$ cat config.mk
export PLATFORM = sky130hd
export DESIGN_NAME = simple_top_parity_ctrl_flat
export DESIGN_NICKNAME = d
export VERILOG_FILES = /design/src/rtl/simple_top_parity_pkg.sv /design/src/rtl/simple_top_parity_ctrl_if.sv /design/src/rtl/simple_top_parity_fi_seq.sv /design/src/rtl/simple_top_parity_ctrl.sv /design/src/flat_wrapper.sv
export SDC_FILE = /design/constraint.sdc
export NUM_CORES = 1
export LEC_CHECK = 0
export CORE_MARGIN = 2
export CORE_UTILIZATION = 40
export DETAILED_ROUTE_END_ITERATION = 10
export HOLD_SLACK_MARGIN = 0.1
export PLACE_DENSITY = 0.7
export SYNTH_ARGS = -nofsm -noshare
export SYNTH_HDL_FRONTEND = slang
export SYNTH_SLANG_ARGS = --single-unit
$ cat constraint.sdc
create_clock -name ACLK -period 2.7 [get_ports ACLK]
set_input_delay 0.81 -clock ACLK [delete_from_list [all_inputs] [get_ports ACLK]]
set_output_delay 0.81 -clock ACLK [all_outputs]
set_load 0.005 [all_outputs]
$ cat src/rtl/simple_top_parity_pkg.sv
// simple_top_parity_pkg: channel indices, fault-injection FSM states and default sizes for the parity controller
package simple_top_parity_pkg;
  localparam int NCH_DEF = 4;
  localparam int FI_TIMEOUT_DEF = 15;
  localparam int CH_WADDR = 0;
  localparam int CH_WDATA = 1;
  localparam int CH_RADDR = 2;
  localparam int CH_RDATA = 3;
  typedef enum logic [1:0] {IDLE, INJECT, WAIT_DET, DONE} fi_state_e;
endpackage

$ cat src/rtl/simple_top_parity_ctrl_if.sv
// simple_top_parity_ctrl_if: fault-injection request handshake
//   master drives FI_REQ (held until FI_ACK), FI_CH, FI_LEN; slave returns the one-cycle FI_ACK
interface simple_top_parity_ctrl_if;
  logic       FI_REQ;
  logic [1:0] FI_CH;
  logic [3:0] FI_LEN;
  logic       FI_ACK;
  modport master (output FI_REQ, FI_CH, FI_LEN, input FI_ACK);
  modport slave  (input FI_REQ, FI_CH, FI_LEN, output FI_ACK);
endinterface

$ cat src/rtl/simple_top_parity_fi_seq.sv
// simple_top_parity_fi_seq: fault-injection sequencer (inject strobe, detection wait, pass/fail)
//   ACLK/RESETN_ACLK clock and async active-low reset; fi handshake slave
//   CFG_EN/ERR_IN channel enables and raw errors; FIERR inject strobes
//   fi_mask one-hot of the channel under test while busy; FI_BUSY/FI_PASS/FI_FAIL status
module simple_top_parity_fi_seq
  import simple_top_parity_pkg::*;
#(
  parameter int NCH = NCH_DEF,
  parameter int FI_TIMEOUT = FI_TIMEOUT_DEF
) (
  input  logic           ACLK,
  input  logic           RESETN_ACLK,
  simple_top_parity_ctrl_if.slave fi,
  input  logic [NCH-1:0] CFG_EN,
  input  logic [NCH-1:0] ERR_IN,
  output logic [NCH-1:0] FIERR,
  output logic [NCH-1:0] fi_mask,
  output logic           FI_BUSY,
  output logic           FI_PASS,
  output logic           FI_FAIL
);
  localparam int TW = $clog2(FI_TIMEOUT + 1);
  localparam int CW = TW > 4 ? TW : 4;
  fi_state_e state_q, state_d;
  logic [1:0] ch_q, ch_d;
  logic [CW-1:0] cnt_q, cnt_d;
  logic [NCH-1:0] fierr_q, fierr_d, ch_oh, req_oh;
  logic pass_q, pass_d, fail_q, fail_d, det;
  assign ch_oh = NCH'(1) << ch_q;
  assign req_oh = NCH'(1) << fi.FI_CH;
  assign fi.FI_ACK = state_q == IDLE && fi.FI_REQ;
  assign det = (state_q == INJECT || state_q == WAIT_DET) && |(ERR_IN & ch_oh);
  // pass_q doubles as the "already detected" flag so an early detection
  // during INJECT still lets the remaining inject cycles run to completion
  always_comb begin
    state_d = state_q;
    ch_d = ch_q;
    cnt_d = cnt_q;
    fierr_d = fierr_q;
    pass_d = pass_q || det;
    fail_d = fail_q;
    case (state_q)
      IDLE: if (fi.FI_REQ) begin
        ch_d = fi.FI_CH;
        pass_d = 1'b0;
        fail_d = ~|(CFG_EN & req_oh);
        state_d = fail_d ? DONE : INJECT;
        cnt_d = CW'(fi.FI_LEN);
        fierr_d = fail_d ? '0 : req_oh;
      end
      INJECT: if (cnt_q == '0) begin
        fierr_d = '0;
        cnt_d = CW'(FI_TIMEOUT);
        state_d = pass_d ? DONE : WAIT_DET;
      end else cnt_d = cnt_q - 1'b1;
      WAIT_DET: begin
        cnt_d = cnt_q - 1'b1;
        fail_d = !pass_d && cnt_q <= CW'(1);
        state_d = (pass_d || fail_d) ? DONE : WAIT_DET;
      end
      default: state_d = IDLE;
    endcase
  end
  always_ff @(posedge ACLK or negedge RESETN_ACLK)
    if (!RESETN_ACLK) begin
      state_q <= IDLE;
      ch_q <= '0;
      cnt_q <= '0;
      fierr_q <= '0;
      pass_q <= 1'b0;
      fail_q <= 1'b0;
    end else begin
      state_q <= state_d;
      ch_q <= ch_d;
      cnt_q <= cnt_d;
      fierr_q <= fierr_d;
      pass_q <= pass_d;
      fail_q <= fail_d;
    end
  assign FIERR = fierr_q;
  assign FI_BUSY = state_q != IDLE;
  assign FI_PASS = pass_q;
  assign FI_FAIL = fail_q;
  assign fi_mask = FI_BUSY ? ch_oh : '0;
endmodule

$ cat src/rtl/simple_top_parity_ctrl.sv
// simple_top_parity_ctrl: parity checker enables, fault-injection control and functional error capture
//   ACLK/RESETN_ACLK clock and async active-low reset; fi fault-injection handshake slave
//   CFG_EN/ERR_IN/ERR_CLR per-channel enable, raw error, write-1-to-clear
//   ENERR/FIERR checker enables and inject strobes; ERR_STICKY/ERR_CNT captured errors
//   FI_BUSY/FI_PASS/FI_FAIL injection status; IRQ registered OR of sticky errors and FI_FAIL
module simple_top_parity_ctrl
  import simple_top_parity_pkg::*;
#(
  parameter int NCH = NCH_DEF,
  parameter int FI_TIMEOUT = FI_TIMEOUT_DEF
) (
  input  logic           ACLK,
  input  logic           RESETN_ACLK,
  input  logic [NCH-1:0] CFG_EN,
  input  logic [NCH-1:0] ERR_IN,
  input  logic [NCH-1:0] ERR_CLR,
  simple_top_parity_ctrl_if.slave fi,
  output logic [NCH-1:0] ENERR,
  output logic [NCH-1:0] FIERR,
  output logic [NCH-1:0] ERR_STICKY,
  output logic [7:0]     ERR_CNT,
  output logic           FI_BUSY,
  output logic           FI_PASS,
  output logic           FI_FAIL,
  output logic           IRQ
);
  logic [NCH-1:0] enerr_q, sticky_q, sticky_d, fi_mask, fe;
  logic [7:0] cnt_q, cnt_d;
  logic [8:0] sum;
  logic irq_q, irq_d;
  simple_top_parity_fi_seq #(.NCH(NCH), .FI_TIMEOUT(FI_TIMEOUT)) u_fi_seq (
    .ACLK(ACLK),
    .RESETN_ACLK(RESETN_ACLK),
    .fi(fi),
    .CFG_EN(CFG_EN),
    .ERR_IN(ERR_IN),
    .FIERR(FIERR),
    .fi_mask(fi_mask),
    .FI_BUSY(FI_BUSY),
    .FI_PASS(FI_PASS),
    .FI_FAIL(FI_FAIL)
  );
  // the channel under injection is excluded so its expected error is not counted as functional
  always_comb begin
    fe = ERR_IN & CFG_EN & ~fi_mask;
    sticky_d = (sticky_q & ~ERR_CLR) | fe;
    sum = {1'b0, cnt_q} + 9'($countones(fe));
    cnt_d = sum[8] ? 8'hFF : sum[7:0];
    irq_d = |sticky_q || FI_FAIL;
  end
  always_ff @(posedge ACLK or negedge RESETN_ACLK)
    if (!RESETN_ACLK) begin
      enerr_q <= '0;
      sticky_q <= '0;
      cnt_q <= '0;
      irq_q <= 1'b0;
    end else begin
      enerr_q <= CFG_EN;
      sticky_q <= sticky_d;
      cnt_q <= cnt_d;
      irq_q <= irq_d;
    end
  assign ENERR = enerr_q;
  assign ERR_STICKY = sticky_q;
  assign ERR_CNT = cnt_q;
  assign IRQ = irq_q;
endmodule

$ cat src/flat_wrapper.sv
// flat-port wrapper written by rule: the top's interface ports become plain ports
module simple_top_parity_ctrl_flat import simple_top_parity_pkg::*;
#(
  parameter int NCH = NCH_DEF,
  parameter int FI_TIMEOUT = FI_TIMEOUT_DEF
)
  (ACLK, RESETN_ACLK, CFG_EN, ERR_IN, ERR_CLR, ENERR, FIERR, ERR_STICKY, ERR_CNT, FI_BUSY, FI_PASS, FI_FAIL, IRQ, fi_FI_REQ, fi_FI_CH, fi_FI_LEN, fi_FI_ACK);
  simple_top_parity_ctrl_if fi_i ();
  input  logic ACLK;
  input  logic RESETN_ACLK;
  input  logic [NCH-1:0] CFG_EN;
  input  logic [NCH-1:0] ERR_IN;
  input  logic [NCH-1:0] ERR_CLR;
  output logic [NCH-1:0] ENERR;
  output logic [NCH-1:0] FIERR;
  output logic [NCH-1:0] ERR_STICKY;
  output logic [7:0] ERR_CNT;
  output logic FI_BUSY;
  output logic FI_PASS;
  output logic FI_FAIL;
  output logic IRQ;
  input wire logic [$bits(fi_i.FI_REQ)-1:0] fi_FI_REQ;
  input wire logic [$bits(fi_i.FI_CH)-1:0] fi_FI_CH;
  input wire logic [$bits(fi_i.FI_LEN)-1:0] fi_FI_LEN;
  output wire logic [$bits(fi_i.FI_ACK)-1:0] fi_FI_ACK;
  assign fi_i.FI_REQ = fi_FI_REQ;
  assign fi_i.FI_CH = fi_FI_CH;
  assign fi_i.FI_LEN = fi_FI_LEN;
  assign fi_FI_ACK = fi_i.FI_ACK;
  simple_top_parity_ctrl #(.NCH(NCH), .FI_TIMEOUT(FI_TIMEOUT)) u_core (.ACLK(ACLK), .RESETN_ACLK(RESETN_ACLK), .CFG_EN(CFG_EN), .ERR_IN(ERR_IN), .ERR_CLR(ERR_CLR), .fi(fi_i), .ENERR(ENERR), .FIERR(FIERR), .ERR_STICKY(ERR_STICKY), .ERR_CNT(ERR_CNT), .FI_BUSY(FI_BUSY), .FI_PASS(FI_PASS), .FI_FAIL(FI_FAIL), .IRQ(IRQ));
endmodule
## Word-level counts from Yosys, hierarchy flattened

Cells that the tools add are included.

- Output and inout port bits: 25
- Memories: 0
- Latch bits: 0
- Word-level logic and storage cells: 72
- RAM bits: 0
- Bits of input ports: 21
- Register bits: 31
- ROM bits: 0

- Magnitude comparators: 1
- Shift-type cells: 2
- Reductions and logical operators: 23
- Eq/ne operators: 4
- Divide/modulo/power cells: 0
- $add $sub $neg: 5
- Bitwise gates (word level): 8
- $mul: 0
- Muxes and demuxes: 19

Operators with widths:

| operator | count |
|---|---|
| two-way mux 4 bit | 6 |
| bitwise AND 4 bit | 5 |
| one-hot mux 4 bit (3 select lines) | 1 |
| OR reduction 4 bit | 3 |
| adder 8 x 9 -> 9 bit | 1 |
| adder 9 bit | 1 |
| two-way mux 8 bit | 1 |
| NOT 4 bit | 2 |
| one-hot mux 4 bit (2 select lines) | 1 |
| AND reduction 2 bit | 4 |
| << shifter 1 x 2 -> 4 bit (first input constant) | 2 |
| two-way mux 2 bit | 3 |
| one-hot mux 2 bit (3 select lines) | 1 |
| nonzero test 2 bit | 3 |
| two-way mux 1 bit | 5 |
| adder 1 x 1 -> 2 bit | 2 |
| <= comparator 4 x 1 -> 1 bit (second input constant) | 1 |
| zero test 4 bit | 1 |
| logical OR 1 bit | 4 |
| OR 4 bit | 1 |
| subtractor 4 x 1 -> 4 bit (second input constant) | 1 |
| logical AND 1 bit | 3 |
| AND reduction 3 bit | 1 |
| nonzero test 3 bit | 1 |
| 7 further kinds | 8 |

## Logic depth before layout (Yosys ltp)

- Word-level depth: 10
- Depth in mapped cells: 14
- Mapped depth without buffers: 14

## By module

From an unflattened synthesis, not the netlist that was laid out.

- Cell total of the unflattened synthesis: 157
- Area total of the unflattened synthesis: 1,655.3 um2

By module, submodules not included:

| module | instances | sequential area each (um2) | cells an instance | area an instance (um2) |
|---|---|---|---|---|
| simple_top_parity_fi_seq | 1 | 350.3 | 94 | 887.1 |
| simple_top_parity_ctrl | 1 | 425.4 | 63 | 768.2 |

## Worst setup path before layout

No wires, ideal clock.

- Path type: reg-to-reg
- Start: reg u_core.u_fi_seq.state_q[0]
- End: reg u_core.cnt_q[5], in the netlist u_core.ERR_CNT[5]
- Path slack: -168 ps
- Required time: 2,576 ps
- Path buffers: 0
- Stages on the path, launching flop included: 14
- Arrival time: 2,744 ps
- Library setup time: 124 ps
- Clock period less this slack: 2,868 ps
- Cell sequence: dfrtp_1 inv_1 ha_1 inv_1 a31oi_1 ha_1 inv_1 fa_1 inv_1 ha_1 fa_1 nand3_1 xor2_1 nand2_1

- Longest elaborated chain between the ends: 8
- Elaborated cells between the ends (all ways): 9
- Classes of those cells: add/sub (4); mux (2); bitwise (2); reduce/logical (1)

RTL lines:

| element | RTL line | source |
|---|---|---|
| start: declaration | simple_top_parity_fi_seq.sv:24 | `fi_state_e state_q, state_d;` |
| start signal: assignment | simple_top_parity_fi_seq.sv:73 | `state_q <= state_d;` |
| nonzero test 2 bit * | simple_top_parity_fi_seq.sv:81 | `assign FI_BUSY = state_q != IDLE;` |
| via FI_BUSY | flat_wrapper.sv:18 | `output logic FI_BUSY;` |
| two-way mux 4 bit * | simple_top_parity_fi_seq.sv:84 | `assign fi_mask = FI_BUSY ? ch_oh : '0;` |
| NOT 4 bit * | simple_top_parity_ctrl.sv:45 | `fe = ERR_IN & CFG_EN & ~fi_mask;` |
| bitwise AND 4 bit * | simple_top_parity_ctrl.sv:45 |  |
| adder 1 x 1 -> 2 bit (not written as such) | simple_top_parity_ctrl.sv:47 | `sum = {1'b0, cnt_q} + 9'($countones(fe));` |
| adder 9 bit (not written as such) * | simple_top_parity_ctrl.sv:47 |  |
| adder 8 x 9 -> 9 bit * | simple_top_parity_ctrl.sv:47 |  |
| two-way mux 8 bit * | simple_top_parity_ctrl.sv:48 | `cnt_d = sum[8] ? 8'hFF : sum[7:0];` |
| via u_core.cnt_d[5] | simple_top_parity_ctrl.sv:28 | `logic [7:0] cnt_q, cnt_d;` |
| end signal: assignment | simple_top_parity_ctrl.sv:60 | `cnt_q <= cnt_d;` |
| end: declaration | simple_top_parity_ctrl.sv:28 |  |

The timed path passes the listed nets; every way through them passes the cells marked *.
A chain may end at the register's enable or synchronous reset.

## Final worst setup path

- Start: in CFG_EN[3]
- End: reg u_core.cnt_q[5], in the netlist u_core.ERR_CNT[5]

- Longest elaborated chain between the ends: 6

RTL lines:

| element | RTL line | source |
|---|---|---|
| start: declaration | flat_wrapper.sv:11 | `input logic [NCH-1:0] CFG_EN;` |
| bitwise AND 4 bit (2 in a row) | simple_top_parity_ctrl.sv:45 |  |
| adder 1 x 1 -> 2 bit (not written as such) | simple_top_parity_ctrl.sv:47 |  |
| adder 9 bit (not written as such) | simple_top_parity_ctrl.sv:47 |  |
| adder 8 x 9 -> 9 bit | simple_top_parity_ctrl.sv:47 |  |
| two-way mux 8 bit | simple_top_parity_ctrl.sv:48 |  |
| via u_core.cnt_d[5] | simple_top_parity_ctrl.sv:28 |  |

The timed path passes the listed nets, and every way through them passes these cells.

==> impl_metrics.ini <==
[global_route]
antenna_found_initial = 0
grt_pass1_vias = 1488
grt_overflow_total = 0
grt_max_degree = 32
grt_pass1_wl_um = 6610
grtUsageTotal_pct = 19.61

[timing]
hold_slack_ps = 474.1
finalSetupViolCount = 0
drv_slew = 0
fin_crit_ps = 2622
rsz0062_at_grt = yes
fmax_ghz = 0.3814
hold_violations = 0
setup-tns-final_ps = 0
worst_pin_slew_ps = 406.1
skew_ps = 7.489
slew-limit-headroom_pct = 72.92
timing.final.crit_share_pct = 97.11

[finish]
antennaDiodeCount = 0
area_delta_synth_final_pct = 48.13
fin_area_sq_mm = 0.002472
fin_nets = 269
final_util_pct = 61.81
drive_above_1_share_pct = 27.35

[status]
outcome = finished clean

[synth]
synth_top_area_share_pct = 46.48
async_flop_share_pct = 100.0
syn_area_per_cell_sq_um = 10.56
synth_compound_area_share_pct = 17.02
synthesis.nets = 194
yosysSeqAreaShare_pct = 46.48
synth_top_family_by_area = compound AO/OA/AOI/OAI gates
synth_cell_types = 40
ys_dominant_reg_cell = dfrtp_1
synth_area_leaders = dfrtp_1 46%, ha_1 9.0%, inv_1 4.5%
synth_fa_ha_area_share_pct = 12.59
synth-simple-area-share_pct = 12.44
yosys_register_bits = 31
synth_area_sq_mm = 0.001669
synth_xor_area_share_pct = 2.099
synth_edf_count = 0
yosysTopAreaCell = dfrtp_1
synth_most_common_cell = dfrtp_1
synthMuxAreaShare_pct = 4.573
yosysWarnings = 0
synth_cells = 158
synth.top_cells.by_count = 31 x dfrtp_1, 20 x inv_1, 14 x nand2_1, 12 x ha_1

[worst_setup_path]
startpoint_type = primary input
critPathKind = in -> reg
cp_max_fo = 3
path_common_cell = inv_2
max_stage_delay_ps = 510
required_ps = 2860
critPathSlowestCell = fa_1
crit_arrival_ps = 2790
endpoint_kind = flip-flop
crit_chain = buf_2 > nand2_2 > a31oi_4 > ha_2 > inv_2 > fa_1 > inv_2 > ha_4 > fa_2 > nand3_2 > xor2_1 > nand2_1
crit_family = adder cells
path_buf_inv = 3

[power]
p_total_mw = 2.576
ir_worst_vdd_v = 0.0005918
power_density_mw_per_mm2 = 1042
leakage_nw = 1.158

[drt]
viasPerCell = 5.021
drt-total-wl_um = 4060
dr.pass1.iters = 4
first_iter_violations = 107
ant_nets = 0
wl_per_cell_um = 14.30
num_vias = 1426
route.detailed.drc = 0

[clocking]
cts_buffer_depth = 2
cts_buffers = 5
clkSlewWorstSetupHoldPaths_ps = 60
root_buffer = clkbuf_8
cts.sinks = 31
insertion_delay_ps = 280
cts_tree = built
cts_max_level = 2
postCtsHoldBufs = 0

[floorplanning]
rows = 23
io_pins = 46
core-area_sq_mm = 0.004000
die_h_um = 68.60
start_util_pct = 41.73
die_area_sq_mm = 0.004705
die_w_um = 68.60

[flow_run]
max_cap_viol_count = 0

[placed_design]
gp_congestion = 0.8788
dpl.hpwl_um = 3098
place_area_sq_mm = 0.002345
io_buffers = 45

[min_path]
hp-class = reg -> reg
[metal layers]
layer / vias to the layer above / track usage, % / part of all wire, %
met1: 688 / 23.57 / 41
met3: 7 / 5.195 / 4.7
met4: 0 / 8.250 / 1.5
li1: 701 / - / -
met2: 30 / 33.05 / 52
met5: - / 0 / 0
[stage by stage]
stage	cells	setup WS, ps
floorplan	158	2.307
global route	284	-35.49
CTS	282	0.5915
finish	284	77.92
global placement	271	-640.1
detailed placement	271	-676.5
[placed cells by master (no fill, tap or decap), drive strengths merged, types with 4 or more instances in the layout]
| master | netlist | layout |
|---|---|---|
| nand2b | 4 | 4 |
| a21oi | 10 | 10 |
| inv | 20 | 20 |
| clkbuf | 0 | 11 |
| clkdlybuf4s50 | 0 | 36 |
| nor2 | 9 | 9 |
| o21ai | 8 | 8 |
| a32o | 4 | 4 |
| buf | 1 | 28 |
| dfrtp | 31 | 31 |
| a21o | 4 | 4 |
| nand2 | 14 | 14 |
| ha | 12 | 12 |
| a31oi | 4 | 4 |
[what timing repair did]
action	4_1_cts	5_1_grt
gates cloned	0	0
pin swaps	6	9
setup buffers	3	2
gates resized for setup	27	18
endpoints found under the setup margin	9	8
[power breakdown]
part | switching [mW] | internal [mW] | total, mW
registers | 0.187 | 0.641 | 0.828
clock network | 0.163 | 0.180 | 0.343
logic | 0.642 | 0.763 | 1.40
[tightest hold or removal path, delay by kind of cell (launching register included)]
kind | cells | cell delay, ps
flops | 1 | 340
buf+inv | 1 | 50
simple gates | 1 | 50
[logic make-up (layout without fill, tap and decap cells)]
group,after synthesis,after routing
DFF,31,31
xor gates and xnor gates,4,4
adders and majority gates,15,15
and+or+nand+nor,41,41
muxes,6,6
buffers and inverters,21,97
AOI/OAI and AO/OA,40,40
[final timing paths]
| kind | slack [ps] | cells after the start | from | endpoint |
|---|---|---|---|---|
| hold / removal | 470 | 2 | u_core.ERR_STICKY[2] | u_core.IRQ |
| setup / recovery | 80 | 12 | CFG_EN[3] | u_core.ERR_CNT[5] |
| setup reg to reg | 110 | 13 | u_core.u_fi_seq.state_q[0] | u_core.ERR_CNT[5] |
| max in group asynchronous | 1460 | 2 | RESETN_ACLK | u_core.u_fi_seq.ch_q[1] |
| min in group asynchronous | 930 | 2 | RESETN_ACLK | u_core.u_fi_seq.cnt_q[3] |
| hold reg to reg | 470 | 2 | u_core.ERR_STICKY[2] | u_core.IRQ |
[cell type report]
type,instances,area [sq um]
timing repair buffer,69,589.3
sequential,31,777.0
inverter,20,77.57
clock buffer,7,76.32
fill,321,1528
tap,50,62.56
multi-input combinational,106,884.6
clock inverter,1,5.005
[sequential cells by signal (all words and copies together), names as in the netlist, 2 cells and up]
name and count:
u_core.ERR_CNT 8, u_core.ENERR 4, u_core.ERR_STICKY 4, u_core.u_fi_seq.FIERR 4, u_core.u_fi_seq.cnt_q 4, u_core.u_fi_seq.ch_q 2, u_core.u_fi_seq.state_q 2
Power figures use the tool's default switching activity.
